<file path="src/rtl/fifo_drain_pkg.sv">
// Shared types and constants for the queue drain controller.
// Holds the FSM state encoding, the output-buffer depth and the index-width helper.
package fifo_drain_pkg;

    typedef enum logic [1:0] {
        IDLE  = 2'd0,
        BURST = 2'd1,
        FLUSH = 2'd2
    } drain_state_t;

    localparam int OB_DEPTH = 2;

    // Occupancy must represent both 0 and FIFO_SIZE, hence the extra bit.
    function automatic int index_width(input int fifo_size);
        return $clog2(fifo_size) + 1;
    endfunction

endpackage

</file>
<file path="src/rtl/fifo_drain_ctrl_if.sv">
// Downstream valid/ready word stream leaving the drain controller.
// The master drives words; the slave returns the accept strobe.
interface fifo_drain_ctrl_if #(
    parameter int DATA_W = 32
);
    logic              out_valid;
    logic              out_ready;
    logic [DATA_W-1:0] out_data;
    logic              out_last;

    modport master (
        output out_valid,
        output out_data,
        output out_last,
        input  out_ready
    );

    modport slave (
        input  out_valid,
        input  out_data,
        input  out_last,
        output out_ready
    );
endinterface

</file>
<file path="src/rtl/fifo_drain_obuf.sv">
// Two-entry circular buffer of {last, data} words between storage read and downstream port.
// Entries reset to zero so the head presents zero data while empty after reset.
module fifo_drain_obuf
    import fifo_drain_pkg::*;
#(
    parameter int DATA_W = 32
) (
    input  logic              clk,
    input  logic              rst_n,
    input  logic              i_push,
    input  logic [DATA_W-1:0] i_push_data,
    input  logic              i_push_last,
    input  logic              i_pop,
    output logic [DATA_W-1:0] o_head_data,
    output logic              o_head_last,
    output logic [1:0]        o_count
);

    localparam int PTR_W = $clog2(OB_DEPTH);

    logic [PTR_W-1:0]  r_wr_ptr;
    logic [PTR_W-1:0]  r_rd_ptr;
    logic [1:0]        r_count;
    logic [DATA_W-1:0] w_ent_data [OB_DEPTH];
    logic              w_ent_last [OB_DEPTH];

    genvar gi;
    generate
        for (gi = 0; gi < OB_DEPTH; gi++) begin : g_ent
            logic [DATA_W-1:0] r_data;
            logic              r_last;

            always_ff @(posedge clk or negedge rst_n) begin
                if (!rst_n) begin
                    r_data <= '0;
                    r_last <= 1'b0;
                end else if (i_push && (r_wr_ptr == PTR_W'(gi))) begin
                    r_data <= i_push_data;
                    r_last <= i_push_last;
                end
            end

            assign w_ent_data[gi] = r_data;
            assign w_ent_last[gi] = r_last;
        end
    endgenerate

    always_ff @(posedge clk or negedge rst_n) begin
        if (!rst_n) begin
            r_wr_ptr <= '0;
            r_rd_ptr <= '0;
            r_count  <= '0;
        end else begin
            if (i_push) begin
                r_wr_ptr <= r_wr_ptr + PTR_W'(1);
            end
            if (i_pop) begin
                r_rd_ptr <= r_rd_ptr + PTR_W'(1);
            end
            r_count <= r_count + 2'(i_push) - 2'(i_pop);
        end
    end

    assign o_head_data = w_ent_data[r_rd_ptr];
    assign o_head_last = w_ent_last[r_rd_ptr];
    assign o_count     = r_count;

    // Issue throttling guarantees a free slot for every read in flight.
    a_no_overflow : assert property (@(posedge clk) disable iff (!rst_n)
        !(i_push && !i_pop && (r_count == 2'(OB_DEPTH))));

    a_no_underflow : assert property (@(posedge clk) disable iff (!rst_n)
        !(i_pop && (r_count == 2'd0)));

endmodule

</file>
<file path="src/rtl/fifo_drain_ctrl.sv">
// Read-side queue controller: pops words in bursts of up to MAX_BURST and streams them
// downstream, tagging the final word of each burst and pulsing burst_done once it is accepted.
module fifo_drain_ctrl
    import fifo_drain_pkg::*;
#(
    parameter int FIFO_SIZE = 64,
    parameter int DATA_W    = 32,
    parameter int MAX_BURST = 16
) (
    input  logic                                clk,
    input  logic                                rst_n,
    input  logic                                i_drain_en,
    input  logic [index_width(FIFO_SIZE)-1:0]   i_index,
    output logic                                o_rd_en,
    input  logic [DATA_W-1:0]                   i_rd_data,
    fifo_drain_ctrl_if.master                   dn,
    output logic                                o_busy,
    output logic                                o_burst_done
);

    localparam int BC_W = $clog2(MAX_BURST + 1);

    drain_state_t     r_state;
    drain_state_t     w_state_next;
    logic [BC_W-1:0]  r_burst_cnt;
    logic             r_pend;
    logic             r_pend_last;
    logic             r_last_issued;
    logic             r_burst_done;

    logic [1:0]       w_ob_cnt;
    logic [2:0]       w_ob_proj;
    logic             w_pop;
    logic             w_valid;
    logic             w_head_last;
    logic             w_rd_en;
    logic             w_tag;
    logic             w_idx_nz;

    assign w_valid  = (w_ob_cnt != 2'd0);
    assign w_pop    = w_valid & dn.out_ready;
    assign w_idx_nz = (i_index != '0);

    // Buffer occupancy once this cycle's capture and accept have settled.
    assign w_ob_proj = {1'b0, w_ob_cnt} + 3'(r_pend) - 3'(w_pop);

    assign w_rd_en = (r_state == BURST) && w_idx_nz && !r_last_issued && (w_ob_proj < 3'd2);
    assign w_tag   = (r_burst_cnt == BC_W'(MAX_BURST - 1)) || (i_index == 1);

    always_comb begin
        w_state_next = r_state;
        case (r_state)
            IDLE: begin
                if (i_drain_en && w_idx_nz) begin
                    w_state_next = BURST;
                end
            end
            BURST: begin
                if (w_rd_en && w_tag) begin
                    w_state_next = FLUSH;
                end
            end
            FLUSH: begin
                // Leave as the tagged word is accepted so busy drops with the done pulse.
                if (w_ob_proj == 3'd0) begin
                    w_state_next = IDLE;
                end
            end
            default: w_state_next = IDLE;
        endcase
    end

    always_ff @(posedge clk or negedge rst_n) begin
        if (!rst_n) begin
            r_state       <= IDLE;
            r_burst_cnt   <= '0;
            r_pend        <= 1'b0;
            r_pend_last   <= 1'b0;
            r_last_issued <= 1'b0;
            r_burst_done  <= 1'b0;
        end else begin
            r_state      <= w_state_next;
            r_pend       <= w_rd_en;
            r_pend_last  <= w_rd_en & w_tag;
            r_burst_done <= (r_state == FLUSH) && (w_state_next == IDLE);

            if (r_state == IDLE) begin
                r_burst_cnt <= '0;
            end else if (w_rd_en) begin
                r_burst_cnt <= r_burst_cnt + BC_W'(1);
            end

            if (w_state_next == IDLE) begin
                r_last_issued <= 1'b0;
            end else if (w_rd_en && w_tag) begin
                r_last_issued <= 1'b1;
            end
        end
    end

    fifo_drain_obuf #(
        .DATA_W (DATA_W)
    ) u_obuf (
        .clk         (clk),
        .rst_n       (rst_n),
        .i_push      (r_pend),
        .i_push_data (i_rd_data),
        .i_push_last (r_pend_last),
        .i_pop       (w_pop),
        .o_head_data (dn.out_data),
        .o_head_last (w_head_last),
        .o_count     (w_ob_cnt)
    );

    assign dn.out_valid = w_valid;
    assign dn.out_last  = w_head_last & w_valid;
    assign o_rd_en      = w_rd_en;
    assign o_busy       = (r_state != IDLE);
    assign o_burst_done = r_burst_done;

    // This block is the only reader, so the queue cannot run dry before the tagged read.
    a_index_live : assert property (@(posedge clk) disable iff (!rst_n)
        ((r_state == BURST) && !r_last_issued) |-> w_idx_nz);

endmodule

</file>
<file path="src/flat_wrapper.sv">
// flat-port wrapper written by rule: the top's interface ports become plain ports
module fifo_drain_ctrl_flat import fifo_drain_pkg::*;
#(
    parameter int FIFO_SIZE = 64,
    parameter int DATA_W    = 32,
    parameter int MAX_BURST = 16
)
  (clk, rst_n, i_drain_en, i_index, o_rd_en, i_rd_data, o_busy, o_burst_done, dn_out_valid, dn_out_data, dn_out_last, dn_out_ready);
  fifo_drain_ctrl_if #(.DATA_W(DATA_W)) dn_i ();
  input  logic clk;
  input  logic rst_n;
  input  logic i_drain_en;
  input  logic [index_width(FIFO_SIZE)-1:0] i_index;
  output logic o_rd_en;
  input  logic [DATA_W-1:0] i_rd_data;
  output logic o_busy;
  output logic o_burst_done;
  output wire logic [$bits(dn_i.out_valid)-1:0] dn_out_valid;
  output wire logic [$bits(dn_i.out_data)-1:0] dn_out_data;
  output wire logic [$bits(dn_i.out_last)-1:0] dn_out_last;
  input wire logic [$bits(dn_i.out_ready)-1:0] dn_out_ready;
  assign dn_out_valid = dn_i.out_valid;
  assign dn_out_data = dn_i.out_data;
  assign dn_out_last = dn_i.out_last;
  assign dn_i.out_ready = dn_out_ready;
  fifo_drain_ctrl #(.FIFO_SIZE(FIFO_SIZE), .DATA_W(DATA_W), .MAX_BURST(MAX_BURST)) u_core (.clk(clk), .rst_n(rst_n), .i_drain_en(i_drain_en), .i_index(i_index), .o_rd_en(o_rd_en), .i_rd_data(i_rd_data), .dn(dn_i), .o_busy(o_busy), .o_burst_done(o_burst_done));
endmodule
</file>
<file path="config.mk">
export PLATFORM = sky130hd
export DESIGN_NAME = fifo_drain_ctrl_flat
export DESIGN_NICKNAME = d
export VERILOG_FILES = /design/src/rtl/fifo_drain_pkg.sv /design/src/rtl/fifo_drain_ctrl_if.sv /design/src/rtl/fifo_drain_obuf.sv /design/src/rtl/fifo_drain_ctrl.sv /design/src/flat_wrapper.sv
export SDC_FILE = /design/constraint.sdc
export NUM_CORES = 1
export LEC_CHECK = 0
export ABC_AREA = 1
export ABC_CLOCK_PERIOD_IN_PS = 3500
export CORE_MARGIN = 2
export CORE_UTILIZATION = 40
export DETAILED_ROUTE_END_ITERATION = 7
export GPL_TIMING_DRIVEN = 0
export MAX_ROUTING_LAYER = met4
export PLACE_DENSITY = 0.76
export SLEW_MARGIN = 0
export SYNTH_ARGS = -nofsm -noshare
export SYNTH_HDL_FRONTEND = slang
export SYNTH_SLANG_ARGS = --single-unit
</file>
<file path="constraint.sdc">
create_clock -name clk -period 3.5 [get_ports clk]
set_clock_uncertainty 0.1 [all_clocks]
set_input_delay 0.7 -clock clk [delete_from_list [all_inputs] [get_ports clk]]
set_output_delay 0.7 -clock clk [all_outputs]
set_load 0.01 [all_outputs]
</file>
# Word-level counts from Yosys, hierarchy flattened
# Cells that the tools add are included.
[word_totals]
elab_cells = 63
ff_bits = 81
output_inout_bits = 37
[classes]
reduce_logical = 18
bitwise_logic = 5
eq_ne = 4
addsub = 7
magnitude_cmp = 2
muxes = 14
[ops]
columns = ["operator", "n"]
rows = [
  ["32-bit 2-to-1 mux", 3],
  ["5-bit 2-to-1 mux", 2],
  ["1-bit logical AND", 8],
  ["2-bit nonzero test", 4],
  ["7-bit by 1-bit == test with 1-bit output (second input constant)", 1],
  ["7-bit nonzero test", 1],
  ["2-bit 2-to-1 mux", 3],
  ["2-bit case mux with 3 select lines", 1],
  ["5-bit by 1-bit adder with 5-bit output (second input constant)", 1],
  ["5-bit by 4-bit == test with 1-bit output (second input constant)", 1],
  ["1-bit 2-to-1 mux", 5],
  ["2-bit logical NOT", 2],
  ["2-bit by 1-bit adder with 3-bit output", 1],
  ["1-bit AND", 3],
  ["3-bit logical NOT", 1],
  ["3-bit by 2-bit less-than comparator with 1-bit output (second input constant)", 1],
  ["3-bit by 1-bit subtractor with 3-bit output", 1],
  ["1-bit adder (second input constant)", 2],
  ["2-bit by 1-bit adder with 2-bit output", 1],
  ["2-bit by 1-bit == test with 1-bit output (second input constant)", 1],
  ["2-bit == test (second input constant)", 1],
  ["2-bit greater-or-equal comparator (second input constant)", 1],
  ["1-bit inverter with 2-bit output", 1],
  ["2-bit by 1-bit subtractor with 2-bit output", 1],
  ["other kinds (3)", 3],
]

# Depth between registers and ports, before layout
[logic_depth]
word_depth = 10
depth_mapped = 17
depth_no_buf = 17

# Cells and area by module
# Synthesis repeated with hierarchy kept, for this count alone.
[hier_totals]
cells_unflattened = 452
hier_area_um2 = 4076.4
[by_module_without_submodules]
columns = ["module", "area_per_inst_um2", "n_inst", "cells_each"]
rows = [
  ["fifo_drain_obuf", 3388.2, 1, 373],
  ["fifo_drain_ctrl", 688.2, 1, 79],
]

# Least setup slack after synthesis
# Ideal clock, no wire load.
[synth_timing]
kind = "input-to-output"
from = "input dn_out_ready"
to = "output o_rd_en"
required_time_ns = 2.700
arrival_ns = 2.197
cell_stages = 11
slack_ns = 0.503
path_cell_list = "nand2_1 inv_1 ha_1 inv_1 ha_1 fa_1 inv_1 nand2_1 nor2_2 nand2_2 nor2_8"
[synth_via]
elab_chain_cells = 4
[synth_rtl]
columns = ["element", "line_no", "rtl"]
rows = [
  ["start, declared", "flat_wrapper.sv:21", "input wire logic [$bits(dn_i.out_ready)-1:0] dn_out_ready;"],
  ["1-bit AND", "fifo_drain_ctrl.sv:41", "assign w_pop = w_valid & dn.out_ready;"],
  ["via u_core.u_obuf.i_pop", "fifo_drain_obuf.sv:13", "input logic i_pop,"],
  ["3-bit by 1-bit subtractor with 3-bit output", "fifo_drain_ctrl.sv:45", "assign w_ob_proj = {1'b0, w_ob_cnt} + 3'(r_pend) - 3'(w_pop);"],
  ["via u_core.w_ob_proj[1]", "fifo_drain_ctrl.sv:32", "logic [2:0] w_ob_proj;"],
  ["3-bit by 2-bit less-than comparator with 1-bit output", "fifo_drain_ctrl.sv:47", "assign w_rd_en = (r_state == BURST) && w_idx_nz && !r_last_issued && (w_ob_proj < 3'd2);"],
  ["1-bit logical AND", "fifo_drain_ctrl.sv:47", ""],
  ["end, declared", "flat_wrapper.sv:14", "output logic o_rd_en;"],
]
# The timed path passes the listed nets, and every way through them passes these cells.

# Worst setup path in the final report
[layout_timing]
from = "input dn_out_ready"
to = "register u_core.u_obuf.r_rd_ptr"
[layout_via]
elab_chain_cells = 1
[layout_rtl]
columns = ["element", "line_no", "rtl"]
rows = [
  ["1-bit AND", "fifo_drain_ctrl.sv:41", ""],
  ["end signal, assigned", "fifo_drain_obuf.sv:58", "r_rd_ptr <= r_rd_ptr + PTR_W'(1);"],
  ["end, declared", "fifo_drain_obuf.sv:22", "logic [PTR_W-1:0] r_rd_ptr;"],
]
# Every way passes these cells.
# A chain may end at the register's enable or synchronous reset.

==> impl_metrics.yaml <==
outcome:
  status: "completed"
power_and_ir_drop:
  swShare: 0.317
  combPwrFrac: 0.418
  pwr-share-seq: 0.326
  clkPwrFrac: 0.256
  vdd_drop_max_mv: 0.251
  switching_power_w: 0.000940
  cellPowerDensity_nw_per_um2: 592
  power.total_w: 0.00297
  p_leak_nw: 2.69
  power.internal_w: 0.00203
drt:
  wire_per_inst_um: 13.1
  routed_wl_um: 8830
  drt_iter0_drc: 118
  ant_nets: 0
  drt_drc_violations_left: 0
  drt_pass1_iterations: 5
  via_per_inst: 4.75
  vias: 3202
die:
  chipHeight_um: 99.8
  rows: 34
  io-pin-count: 80
  die_area_um2: 9970
  dieWidth_um: 99.8
  start_util: 0.417
  core_area_um2: 8810
worst_setup_path:
  cp_slowest_cell: "dlygate4sd2_1"
  cp_max_fo: 2
  cp_common_cell: "buf_4"
  worst_ep_arrival_time_ns: 3.57
  critPathLaunchType: "input pin"
  reg2reg_depth: 24
  path_class: "in2reg"
  reg2reg_to: "u_core.u_obuf.r_rd_ptr$_DFFE_PN0P_"
  required_ns: 3.62
  crit_buf_inv: 21
  timing.rr.start: "u_core.u_obuf.o_count[1]$_DFF_PN0_"
  crit_chain: "dlygate4sd2_1 -> nand2_2 -> buf_4 -> buf_4 -> buf_4 -> buf_4 -> buf_4 -> buf_4 -> buf_4 -> buf_4 -> buf_4 -> buf_4 -> buf_4 -> buf_4 -> buf_4 -> buf_4 -> buf_4 -> buf_4 -> buf_4 -> buf_4 -> buf_4 -> buf_4 -> xor2_1"
  max_stage_delay_ns: 0.23
  end_kind: "register"
  rrSetupSlack_ns: 0.10
  crit_family: "buffers and inverters"
yosys:
  synth_cell_type_count: 27
  synth_top_area_share: 0.552
  yosysTopAreaCell: "dfrtp_1"
  synth.most_common_cell: "nand2_1"
  synthTopCellsByCount: "nand2_1, dfrtp_1, inv_1"
  synth_edf_count: 0
  syn_area_um2: 3670
  syn_inst: 448
  ys_seq_area_frac: 0.552
  yosys_warnings: 0
  synth_area_per_cell_um2: 8.20
  syn-num-nets: 496
  ys_async_sr_fraction: 1.00
  yosys_most_used_dff: "dfrtp_1"
  ys_ff_latch: 81
  ys_top_cells_by_area: "dfrtp_1, nand2_1, o21ai_0"
clocking:
  path_clk_slew_ns: 0.08
  cts_root_buffer: "clkbuf_8"
  cts_inserted_buffers: 9
  clock_latency_ns: 0.34
  cts_tree: "built"
  clockBufferDepth: 2
  cts.sinks: 81
  hold_buffers: 0
  cts_htree_levels: 3
global_routing:
  antenna_found_initial: 0
  grt_max_degree: 44
  grtUsageTotal: 0.194
  grt_remaining_overflow: 0
  grt_pass1_wl_um: 14900
  grt_pass1_vias: 3185
sta:
  layout_min_cycle_time_ns: 3.45
  setup-violations-final: 0
  worst_slack_ns: 0.0484
  max_freq_mhz: 290
  hold_viol_final: 0
  tightestPinTransition_ns: 0.547
  drv_slew: 0
  fin_crit_sh: 0.986
  max_slew_margin: 0.635
final_layout:
  ff_latch_area_um2: 2030
  antenna_cells: 0
  drive_above_1_share: 0.120
  stdcell_area_um2: 5010
  area.growth.synth_to_final_pct: 36.4
  multiInputGateArea_um2: 1330
  fillCellCount: 790
  fin_nets: 609
placed_design:
  portBuffers: 79
  place_congestion: 0.752
  place_ws_ns: -0.605
  dp_hpwl_um: 5890
  placed_area_um2: 4620
run:
  cap_violations: 0
min_path:
  hp-class: "in2async"
## worst max-delay path by stage
stage,startpoint,end,slack [ns],depth (start not counted)
after floorplan,dn_out_ready,o_rd_en,0.50,11
after global placement,rst_n,u_core.u_obuf.g_ent[0].r_data[6]$_DFFE_PN0P_,-1.06,1
after detailed placement,dn_out_ready,o_rd_en,-0.60,13
after CTS,u_core.u_obuf.o_count[1]$_DFF_PN0_,o_rd_en,0.01,14
after global routing,u_core.u_obuf.o_count[1]$_DFF_PN0_,o_rd_en,-0.02,14
final,dn_out_ready,u_core.u_obuf.r_rd_ptr$_DFFE_PN0P_,0.05,23
## power by group through the flow
| stage | Combinational, W | Sequential [W] | Clock (W) |
|---|---|---|---|
| final | 0.00124 | 0.000967 | 0.000760 |
| after detailed placement | 0.00111 | 0.000983 | 0 |
| after floorplan | 0.000530 | 0.000981 | 0 |
| after CTS | 0.00123 | 0.000965 | 0.000766 |
| after global routing | 0.00137 | 0.000969 | 0.000820 |
| after global placement | 0.00110 | 0.000982 | 0 |
## metal layers
layer	global-route usage	vias up	part of all wire
li1	-	1604	-
met1	0.253	1496	0.45
met2	0.307	89	0.49
met3	0.0341	13	0.045
met4	0.0685	0	0.016
met5	-	-	0
## cells in the final DEF (no fill, tap or decap), types with 2 or more instances in the layout
| cell type | synthesis | final |
|---|---|---|
| inv_2 | 3 | 5 |
| o21ai_0 | 39 | 39 |
| nand2_1 | 185 | 184 |
| clkbuf_8 | 0 | 11 |
| clkdlybuf4s50_1 | 0 | 76 |
| clkbuf_1 | 9 | 12 |
| nor2_2 | 1 | 2 |
| buf_6 | 4 | 5 |
| nand2_2 | 1 | 2 |
| buf_2 | 8 | 8 |
| dfrtp_1 | 81 | 81 |
| buf_4 | 0 | 23 |
| nor2_1 | 10 | 9 |
| nand3_1 | 7 | 7 |
| xor2_1 | 2 | 2 |
| inv_1 | 51 | 49 |
| bufinv_16 | 0 | 2 |
| o21ai_1 | 27 | 27 |
| ha_1 | 4 | 3 |
| o21ai_2 | 4 | 4 |
| a21oi_1 | 2 | 2 |
## registers in the layout (all words and copies together), names as in the netlist, 2 cells and up
signal                      cells
u_core.r_burst_cnt              5
u_core.r_state                  2
u_core.u_obuf.g_ent.r_data     64
u_core.u_obuf.g_ent.r_last      2
u_core.u_obuf.o_count           2
## area by class of cell
cell class / instances / area share
buffer: 21 / 0.0237
clock buffer: 14 / 0.0325
clock inverter: 2 / 0.0120
inverter: 55 / 0.0412
multi-input combinational: 291 / 0.265
sequential: 81 / 0.404
tap: 108 / 0.0270
timing repair buffer: 102 / 0.194
## cells by family after synthesis
logic type	after synthesis	share of synthesized area
adder cells (fa/ha/maj)	5	0.0191
buffers and inverters	76	0.0886
XOR/XNOR	2	0.00477
AO/OA/AOI/OAI	74	0.106
flip-flops	81	0.552
AND/OR/NAND/NOR	210	0.230
## metrics by stage
step	hold WS, ns	setup TNS [ns]	std cells	utilization
global placement	0.365	-86.27	635	0.522
global route	0.238	-0.0170	674	0.569
CTS	0.231	0	674	0.569
floorplan	0.304	0	448	-
finish	0.221	0	674	0.569
detailed placement	0.373	-0.605	636	0.524
## repair_timing
item                       in CTS  in global routing
resized for setup               7                  4
buffers inserted               22                  0
setup endpoints to repair       1                  2
pin swaps                       4                  4
No activity file was read; power rests on OpenSTA's default activity.
